### config.mk
export PLATFORM = sky130hd
export DESIGN_NAME = mips_alu_ctrl_stage
export DESIGN_NICKNAME = d
export VERILOG_FILES = /design/src/rtl/mips_alu_pkg.sv /design/src/rtl/mips_alu_decode.sv /design/src/rtl/mips_alu_ctrl_stage.sv
export SDC_FILE = /design/constraint.sdc
export NUM_CORES = 1
export LEC_CHECK = 0
export BUFFER_PORTS_ARGS = -buffer_cell sky130_fd_sc_hd__clkbuf_2
export CAP_MARGIN = 20
export CORE_UTILIZATION = 24
export DETAILED_ROUTE_END_ITERATION = 12
export MAX_ROUTING_LAYER = met4
export REMOVE_ABC_BUFFERS = 1
export SYNTH_ARGS = -nofsm -noshare
export SYNTH_HDL_FRONTEND = slang
export SYNTH_SLANG_ARGS = --single-unit
### constraint.sdc
create_clock -name clk -period 1.4 [get_ports clk]
set_input_delay 0.21 -clock clk [delete_from_list [all_inputs] [get_ports clk]]
set_output_delay 0.21 -clock clk [all_outputs]
set_load 0.01 [all_outputs]
### src/rtl/mips_alu_pkg.sv
// Shared ALU encodings for the ID/EX control issuer and the EX-stage ALU.
// Every ALU control code, ALUOp class and supported funct/opcode is defined here.
package mips_alu_pkg;

    // ALU control codes driven on ALUCT
    localparam logic [3:0] ALUCT_AND = 4'b0000;
    localparam logic [3:0] ALUCT_OR  = 4'b0001;
    localparam logic [3:0] ALUCT_ADD = 4'b0010;
    localparam logic [3:0] ALUCT_SUB = 4'b0110;
    localparam logic [3:0] ALUCT_SLT = 4'b0111;
    localparam logic [3:0] ALUCT_NOR = 4'b1100;
    localparam logic [3:0] ALUCT_XOR = 4'b1101;

    // Main-control ALUOp classes
    localparam logic [1:0] ALUOP_ADD   = 2'b00;
    localparam logic [1:0] ALUOP_SUB   = 2'b01;
    localparam logic [1:0] ALUOP_RTYPE = 2'b10;
    localparam logic [1:0] ALUOP_ITYPE = 2'b11;

    // R-type funct fields
    localparam logic [5:0] FUNCT_ADD  = 6'h20;
    localparam logic [5:0] FUNCT_ADDU = 6'h21;
    localparam logic [5:0] FUNCT_SUB  = 6'h22;
    localparam logic [5:0] FUNCT_SUBU = 6'h23;
    localparam logic [5:0] FUNCT_AND  = 6'h24;
    localparam logic [5:0] FUNCT_OR   = 6'h25;
    localparam logic [5:0] FUNCT_XOR  = 6'h26;
    localparam logic [5:0] FUNCT_NOR  = 6'h27;
    localparam logic [5:0] FUNCT_SLT  = 6'h2A;

    // I-type opcodes decoded under ALUOp 11
    localparam logic [5:0] OPC_ADDI  = 6'h08;
    localparam logic [5:0] OPC_ADDIU = 6'h09;
    localparam logic [5:0] OPC_SLTI  = 6'h0A;
    localparam logic [5:0] OPC_ANDI  = 6'h0C;
    localparam logic [5:0] OPC_ORI   = 6'h0D;
    localparam logic [5:0] OPC_XORI  = 6'h0E;

endpackage

### src/rtl/mips_alu_decode.sv
// Combinational ALU-control decode: ALUOp/Opcode/Funct -> {ALU control code, illegal}.
// Unsupported encodings fall back to ADD so the ALU always sees a defined operation.
module mips_alu_decode
    import mips_alu_pkg::*;
(
    input  logic [1:0] alu_op,
    input  logic [5:0] opcode,
    input  logic [5:0] funct,
    output logic [3:0] aluct,
    output logic       illegal
);

    always_comb begin
        aluct   = ALUCT_ADD;
        illegal = 1'b0;
        unique case (alu_op)
            ALUOP_ADD: aluct = ALUCT_ADD;
            ALUOP_SUB: aluct = ALUCT_SUB;
            ALUOP_RTYPE: begin
                case (funct)
                    FUNCT_ADD, FUNCT_ADDU: aluct = ALUCT_ADD;
                    FUNCT_SUB, FUNCT_SUBU: aluct = ALUCT_SUB;
                    FUNCT_AND:             aluct = ALUCT_AND;
                    FUNCT_OR:              aluct = ALUCT_OR;
                    FUNCT_XOR:             aluct = ALUCT_XOR;
                    FUNCT_NOR:             aluct = ALUCT_NOR;
                    FUNCT_SLT:             aluct = ALUCT_SLT;
                    default: begin
                        aluct   = ALUCT_ADD;
                        illegal = 1'b1;
                    end
                endcase
            end
            ALUOP_ITYPE: begin
                case (opcode)
                    OPC_ADDI, OPC_ADDIU: aluct = ALUCT_ADD;
                    OPC_SLTI:            aluct = ALUCT_SLT;
                    OPC_ANDI:            aluct = ALUCT_AND;
                    OPC_ORI:             aluct = ALUCT_OR;
                    OPC_XORI:            aluct = ALUCT_XOR;
                    default: begin
                        aluct   = ALUCT_ADD;
                        illegal = 1'b1;
                    end
                endcase
            end
        endcase
    end

endmodule

### src/rtl/mips_alu_ctrl_stage.sv
// ID/EX ALU-control pipeline register with stall/flush and a saturating
// counter of captured illegal encodings.
module mips_alu_ctrl_stage
    import mips_alu_pkg::*;
#(
    parameter int CNT_W = 8
) (
    input  logic             clk,
    input  logic             reset,
    input  logic             id_valid,
    input  logic [1:0]       ALUOp,
    input  logic [5:0]       Opcode,
    input  logic [5:0]       Funct,
    input  logic             Stall,
    input  logic             Flush,
    input  logic             illegal_clr,
    output logic             ex_valid,
    output logic [3:0]       ALUCT,
    output logic             ex_illegal,
    output logic [CNT_W-1:0] illegal_count
);

    localparam logic [CNT_W-1:0] CNT_MAX = {CNT_W{1'b1}};

    logic [3:0]       dec_aluct;
    logic             dec_illegal;

    logic             ex_valid_q,   ex_valid_d;
    logic [3:0]       aluct_q,      aluct_d;
    logic             ex_illegal_q, ex_illegal_d;
    logic [CNT_W-1:0] ill_cnt_q,    ill_cnt_d;
    logic             ill_inc;

    mips_alu_decode u_decode (
        .alu_op  (ALUOp),
        .opcode  (Opcode),
        .funct   (Funct),
        .aluct   (dec_aluct),
        .illegal (dec_illegal)
    );

    // Flush outranks Stall; a non-valid, non-stalled cycle inserts a bubble
    always_comb begin
        ex_valid_d   = 1'b0;
        aluct_d      = ALUCT_ADD;
        ex_illegal_d = 1'b0;
        if (Flush) begin
            ex_valid_d   = 1'b0;
            aluct_d      = ALUCT_ADD;
            ex_illegal_d = 1'b0;
        end else if (Stall) begin
            ex_valid_d   = ex_valid_q;
            aluct_d      = aluct_q;
            ex_illegal_d = ex_illegal_q;
        end else if (id_valid) begin
            ex_valid_d   = 1'b1;
            aluct_d      = dec_aluct;
            ex_illegal_d = dec_illegal;
        end
    end

    // A clear coinciding with an illegal capture leaves that capture counted
    always_comb begin
        ill_inc   = id_valid & ~Stall & ~Flush & dec_illegal;
        ill_cnt_d = ill_cnt_q;
        if (illegal_clr) begin
            ill_cnt_d = ill_inc ? CNT_W'(1) : '0;
        end else if (ill_inc && (ill_cnt_q != CNT_MAX)) begin
            ill_cnt_d = ill_cnt_q + CNT_W'(1);
        end
    end

    always_ff @(posedge clk or posedge reset) begin
        if (reset) begin
            ex_valid_q   <= 1'b0;
            aluct_q      <= ALUCT_ADD;
            ex_illegal_q <= 1'b0;
            ill_cnt_q    <= '0;
        end else begin
            ex_valid_q   <= ex_valid_d;
            aluct_q      <= aluct_d;
            ex_illegal_q <= ex_illegal_d;
            ill_cnt_q    <= ill_cnt_d;
        end
    end

    assign ex_valid      = ex_valid_q;
    assign ALUCT         = aluct_q;
    assign ex_illegal    = ex_illegal_q;
    assign illegal_count = ill_cnt_q;

endmodule

==> flow_summary.json, run 1 <==
{
  "syn_to_final_growth_pct": 67.7,
  "synth_top_cell_by_area": "dfrtp_1",
  "rsz0062_at_grt": "true",
  "final_nets": 187,
  "grt.busiest_layer": "met2",
  "path_cells": "buf_6 -> nand4_1 -> nor2_1 -> or4_1 -> a21oi_2",
  "fin_skew_ns": 0.00135,
  "vdd_drop_max_mv": 0.276,
  "firstDrtPassIters": 4,
  "setup_ws_ns": -0.138,
  "post-route-period-util_pct": 110,
  "start_kind": "register",
  "grt_usage_pct": 14.7,
  "clk_pin_slew_ns": 0.09,
  "critPathMaxStageDelay_ns": 0.52,
  "nFillCells": 360,
  "clock-sinks": 14,
  "num_io_pins": 34,
  "synth_seq_area_share_pct": 40.2,
  "hold_viol": 0,
  "crit_type": "reg -> reg",
  "reg2reg_to": "illegal_count[4]",
  "die_w_um": 62.4,
  "synth_top_cell_area_share_pct": 37.2,
  "initial_core_util_pct": 25.6,
  "total_power_uw": 877,
  "yosys_warnings": 0,
  "num_rows": 21,
  "yosys-top-cells-count": "dfrtp_1 (13), o21ai_0 (8), a21oi_1 (7), nor2_1 (7), nand2_1 (6)",
  "critPathSlowestCell": "or4_1",
  "hold_start": "illegal_clr",
  "route.detailed.drc": 0,
  "drive_above_1_share_pct": 51.5,
  "pwr_density_cell_nw_per_um2": 598,
  "report.final.slew_viol_count": 0,
  "fin_crit_ns": 1.54,
  "cts-root-buf": "clkbuf_4",
  "grt_pass1_vias": 1014,
  "crit_start": "illegal_count[3]",
  "hp-class": "in -> reg",
  "grt_start_max_net_pins": 15,
  "worst_skew_pair.late_latency_ns": 0.29,
  "leakagePower_uw": 0.000708,
  "yosysMostFrequentCell": "dfrtp_1",
  "cts_buffer_depth": 2,
  "synth-edff-count": 0,
  "place_congestion": 0.900,
  "worstMarginPinSlew_ns": 0.570,
  "finalSetupViolCount": 3,
  "htree_levels": 1,
  "die_height_um": 62.4,
  "dp_hpwl_um": 1990,
  "critPathMaxFanout": 4,
  "slew_headroom_pct": 62.0,
  "violations": "setup timing",
  "core_area_um2": 3420,
  "ant_nets": 0,
  "maxCapViolations": 0,
  "required_ns": 1.63,
  "avgSynthCellArea_um2": 9.02,
  "grt_pass1_wl_um": 4450,
  "die_area_um2": 3890,
  "r2r_start": "illegal_count[3]",
  "r2r_slack_ns": -0.14,
  "grt_util_met2_pct": 25.8,
  "routedWlPerCell_um": 13.4,
  "avgViaCountPerCell": 4.94,
  "io_buffers": 33,
  "overflow": 0,
  "met1_usage_pct": 16.6,
  "synth_flop_cell": "dfrtp_1",
  "cp-end-kind": "register",
  "cp.arrival_ns": 1.76,
  "holdPathStages": 2,
  "cts_tree": "yes",
  "syn_area_um2": 875,
  "ys_types": 38,
  "status": "complete, but fails checks",
  "ff2ff_path_depth": 5,
  "drt-initial-drc-count": 46,
  "synth-seq-cells": 14,
  "syn_inst": 97,
  "numCtsBuffers": 3,
  "holdPathEnd": "illegal_count[4]",
  "num_vias": 1043,
  "async_flop_share_pct": 100,
  "hold_ws_ns": 0.213,
  "grt_util_met3_pct": 3.86,
  "diodes": 0,
  "antenna_found_initial": 0,
  "timing.fmax_mhz": 650,
  "synth_area_leaders": "dfrtp_1 (37%), o21ai_0 (4.6%), a21oi_1 (4.0%), nor3b_1 (3.4%), nand4bb_4 (3.1%)",
  "routed_wl_um": 2840
}
==> per-stage QoR <==
step           utilization (%)  setup WS [ns]  instances  setup TNS, ns  area (um2)
2_1_floorplan                -         -0.146         96         -0.481         871
3_3_place_gp              37.5         -0.252        200          -1.44        1280
3_5_place_dp              37.5         -0.332        200          -1.71        1280
4_1_cts                   40.9        -0.0205        209        -0.0333        1400
5_1_grt                   42.9         -0.198        211         -0.793        1470
6_report                  42.9         -0.138        211         -0.253        1470
==> logic make-up (layout without fill, tap and decap cells) <==
family                   count (synthesis)  in the layout  share of synthesized area (%)
AO/OA/AOI/OAI                           26             26                           18.9
AND/OR/NAND/NOR                         47             47                           33.8
flip-flops                              14             14                           40.2
buffers and inverters                    6             74                           2.57
XOR/XNOR                                 2              2                           2.00
adder cells (fa/ha/maj)                  1              1                           1.43
multiplexers                             1              1                           1.14
==> sequential cells by signal, indices dropped and copies added, names as in the netlist <==
| register | flops |
|---|---|
| ex_valid | 1 |
| ex_illegal | 1 |
| ALUCT | 4 |
| illegal_count | 8 |
==> cell type report <==
class	instances	area [um2]	share of cell area (%)
clock buffer	4	36.3	2.47
inverter	5	18.8	1.28
multi-input combinational	77	576	39.2
sequential	14	352	24.0
tap	46	57.6	3.92
timing repair buffer	65	427	29.1
==> critical path: cells and delay by family (launching register included) <==
family / cells / cell delay [ns]
and+or+nand+nor: 3 / 0.81
DFF: 1 / 0.41
buffers and inverters: 1 / 0.13
AOI/OAI and AO/OA: 1 / 0.13
==> metal layers <==
layer,part of all wire (%),vias up
met4,0.95,0
met5,0,-
li1,-,497
met2,50,57
met3,8.0,8
met1,41,481
==> report_power, final <==
| group | internal (uW) | leakage, uW | total [uW] | switching, uW |
|---|---|---|---|---|
| clock network | 158 | 0.0000210 | 305 | 147 |
| logic | 79.1 | 0.000497 | 157 | 78.2 |
| registers | 410 | 0.000191 | 414 | 3.57 |
| total | 648 | 0.000708 | 877 | 229 |
==> cell usage in the layout (no fill, tap or decap), types with 4 or more instances in the layout <==
| master | count |
|---|---|
| clkbuf_2 | 33 |
| buf_4 | 26 |
| dfrtp_1 | 13 |
| o21ai_0 | 7 |
| nor2_1 | 7 |
| nand2_1 | 5 |
| a21oi_1 | 5 |
| inv_1 | 5 |
| buf_6 | 5 |
| nand2b_1 | 4 |
==> timing repair <==
item	4_1_cts	5_1_grt
endpoints found under the setup margin	3	8
buffers inserted	4	2
hold buffers	1	0
pin swaps	6	4
hold endpoints to repair	13	0
resized for setup	8	12
==> worst max path at each step <==
stage | endpoint | slack, ns | cells past startpoint
after floorplan | illegal_count[4] | -0.15 | 5
after CTS | illegal_count[4] | -0.02 | 5
after global placement | illegal_count[4] | -0.25 | 7
after detailed placement | illegal_count[4] | -0.33 | 6
final | illegal_count[4] | -0.14 | 5
after global routing | illegal_count[4] | -0.20 | 5
Power figures use the tool's default switching activity.
==> run 2: changes to the inputs <==
Settings changed: CORE_ASPECT_RATIO set to 0.6.
Clock period 1.4 ns to 1.9 ns, I/O delays scaled along.
==> run 2 against run 1 <==
The flow now finishes without violations. Routed wire length decreased by 23%. Clock power decreased by 6%. Die area increased by 0.21%. Global-route usage decreased by 1.7 points. Critical path type unchanged. Largest cell class unchanged.
==> flow_summary.json, run 2 (synthesized netlist as in run 1, its figures left out) <==
{
  "firstDrtPassIters": 4,
  "cp.arrival_ns": 1.83,
  "place_congestion": 0.875,
  "cts_tree": "yes",
  "hold_buffers": 0,
  "met1_usage_pct": 17.2,
  "critPathMaxFanout": 5,
  "fin_util_pct": 35.2,
  "syn_to_final_growth_pct": 35.5,
  "clock-sinks": 14,
  "final_nets": 160,
  "nFillCells": 352,
  "htree_levels": 1,
  "num_io_pins": 34,
  "grt_usage_pct": 13.1,
  "place_ws_ns": 0.0665,
  "die_area_um2": 3900,
  "die_w_um": 79.9,
  "io_buffers": 33,
  "drt-initial-drc-count": 54,
  "fin_skew_ns": 0.00301,
  "die_height_um": 48.8,
  "routed_wl_um": 2190,
  "leakagePower_uw": 0.000556,
  "overflow": 0,
  "postCtsSetupBuffers": 0,
  "hold_ws_ns": 0.0468,
  "required_ns": 2.07,
  "hold_viol": 0,
  "grt_start_max_net_pins": 15,
  "pwr_density_cell_nw_per_um2": 575,
  "cts_buffer_depth": 2,
  "grt_pass1_wl_um": 3800,
  "status": "finished, final reports clean",
  "worst_skew_pair.late_latency_ns": 0.25,
  "grt_util_met3_pct": 4.34,
  "ant_nets": 0,
  "num_rows": 16,
  "grt.busiest_layer": "met2",
  "hp-class": "in -> async",
  "maxCapViolations": 0,
  "antenna_found_initial": 0,
  "layout.cells.most_common": "clkbuf_2",
  "initial_core_util_pct": 26.0,
  "drive_above_1_share_pct": 34.8,
  "setup_ws_ns": 0.240,
  "clk_pin_slew_ns": 0.06,
  "finalSetupViolCount": 0,
  "final_cell_mix": "clkbuf_2 (33), dfrtp_1 (13), o21ai_0 (8), a21oi_1 (7), nor2_1 (7)",
  "vdd_drop_max_mv": 0.211,
  "cts-root-buf": "clkbuf_8",
  "worstMarginPinSlew_ns": 0.527,
  "routedWlPerCell_um": 12.0,
  "num_vias": 876,
  "route.detailed.drc": 0,
  "grt_util_met2_pct": 18.7,
  "timing.fmax_mhz": 602,
  "rsz0062_at_grt": "false",
  "crit_type": "reg -> reg",
  "fin_setup_tns_ns": 0,
  "dp_hpwl_um": 1760,
  "slew_headroom_pct": 64.8,
  "avgViaCountPerCell": 4.79,
  "diodes": 0,
  "fin_crit_ns": 1.66,
  "numCtsBuffers": 3,
  "start_kind": "register",
  "total_power_uw": 681,
  "report.final.slew_viol_count": 0,
  "largest_reg_flops": 8,
  "cp-end-kind": "register",
  "core_area_um2": 3360,
  "post-route-period-util_pct": 87.4,
  "cts.repair.resized": 0,
  "grt_pass1_vias": 824
}
==> run 2: cell types whose count changed in the layout (fill, tap and decap cells not counted), moves of 2 or more <==
| cell | delta |
|---|---|
| buf_6 | -5 |
| clkbuf_4 | -3 |
| clkbuf_8 | +3 |
| a21oi_1 | +2 |
| a21oi_2 | -2 |
| buf_4 | -21 |
==> run 2: through the flow <==
step | instance area, um2 | cells
after floorplan | 871 | 96
after global placement | 1130 | 179
after detailed placement | 1130 | 179
after CTS | 1180 | 183
after global routing | 1180 | 183
final | 1180 | 183
==> run 2: power breakdown <==
group	switching [uW]	internal [uW]	leakage, uW
combinational	47.9	40.3	0.000337
sequential	3.84	303	0.000191
clock	103	184	0.0000288
total	154	527	0.000556
==> run 2: worst max-delay path, cell delays in order, from the launching register on <==
cell	delay (ns)
dfrtp_1	0.42
ha_1	0.28
a41oi_1	0.21
o21ai_1	0.16
or3_1	0.35
a21oi_1	0.16
==> run 2: area by class of cell <==
cell class | instances | area, um2 | share of cell area [%]
clock buffers | 4 | 55.1 | 4.65
inverters | 5 | 18.8 | 1.58
well taps | 45 | 56.3 | 4.75
repair buffers | 38 | 203 | 17.1
flip-flops and latches | 14 | 352 | 29.7
multi-input cells | 77 | 500 | 42.2
==> run 2: per-layer routing <==
layer	part of all wire, %	vias up
met3	5.0	5
met4	1.2	0
met1	49	415
met5	0	-
li1	-	440
met2	45	16
==> run 2: path summary, 6_finish.rpt <==
check	from	to	slack (ns)	depth (start not counted)
min in group clk	Flush	ALUCT[3]	0.28	2
hold reg to reg	ALUCT[0]	ALUCT[0]	0.47	1
setup / recovery	illegal_count[0]	illegal_count[5]	0.24	5
hold / removal	reset	illegal_count[1]	0.05	2
setup reg to reg	illegal_count[0]	illegal_count[5]	0.24	5
max in group asynchronous	reset	ALUCT[1]	1.49	2
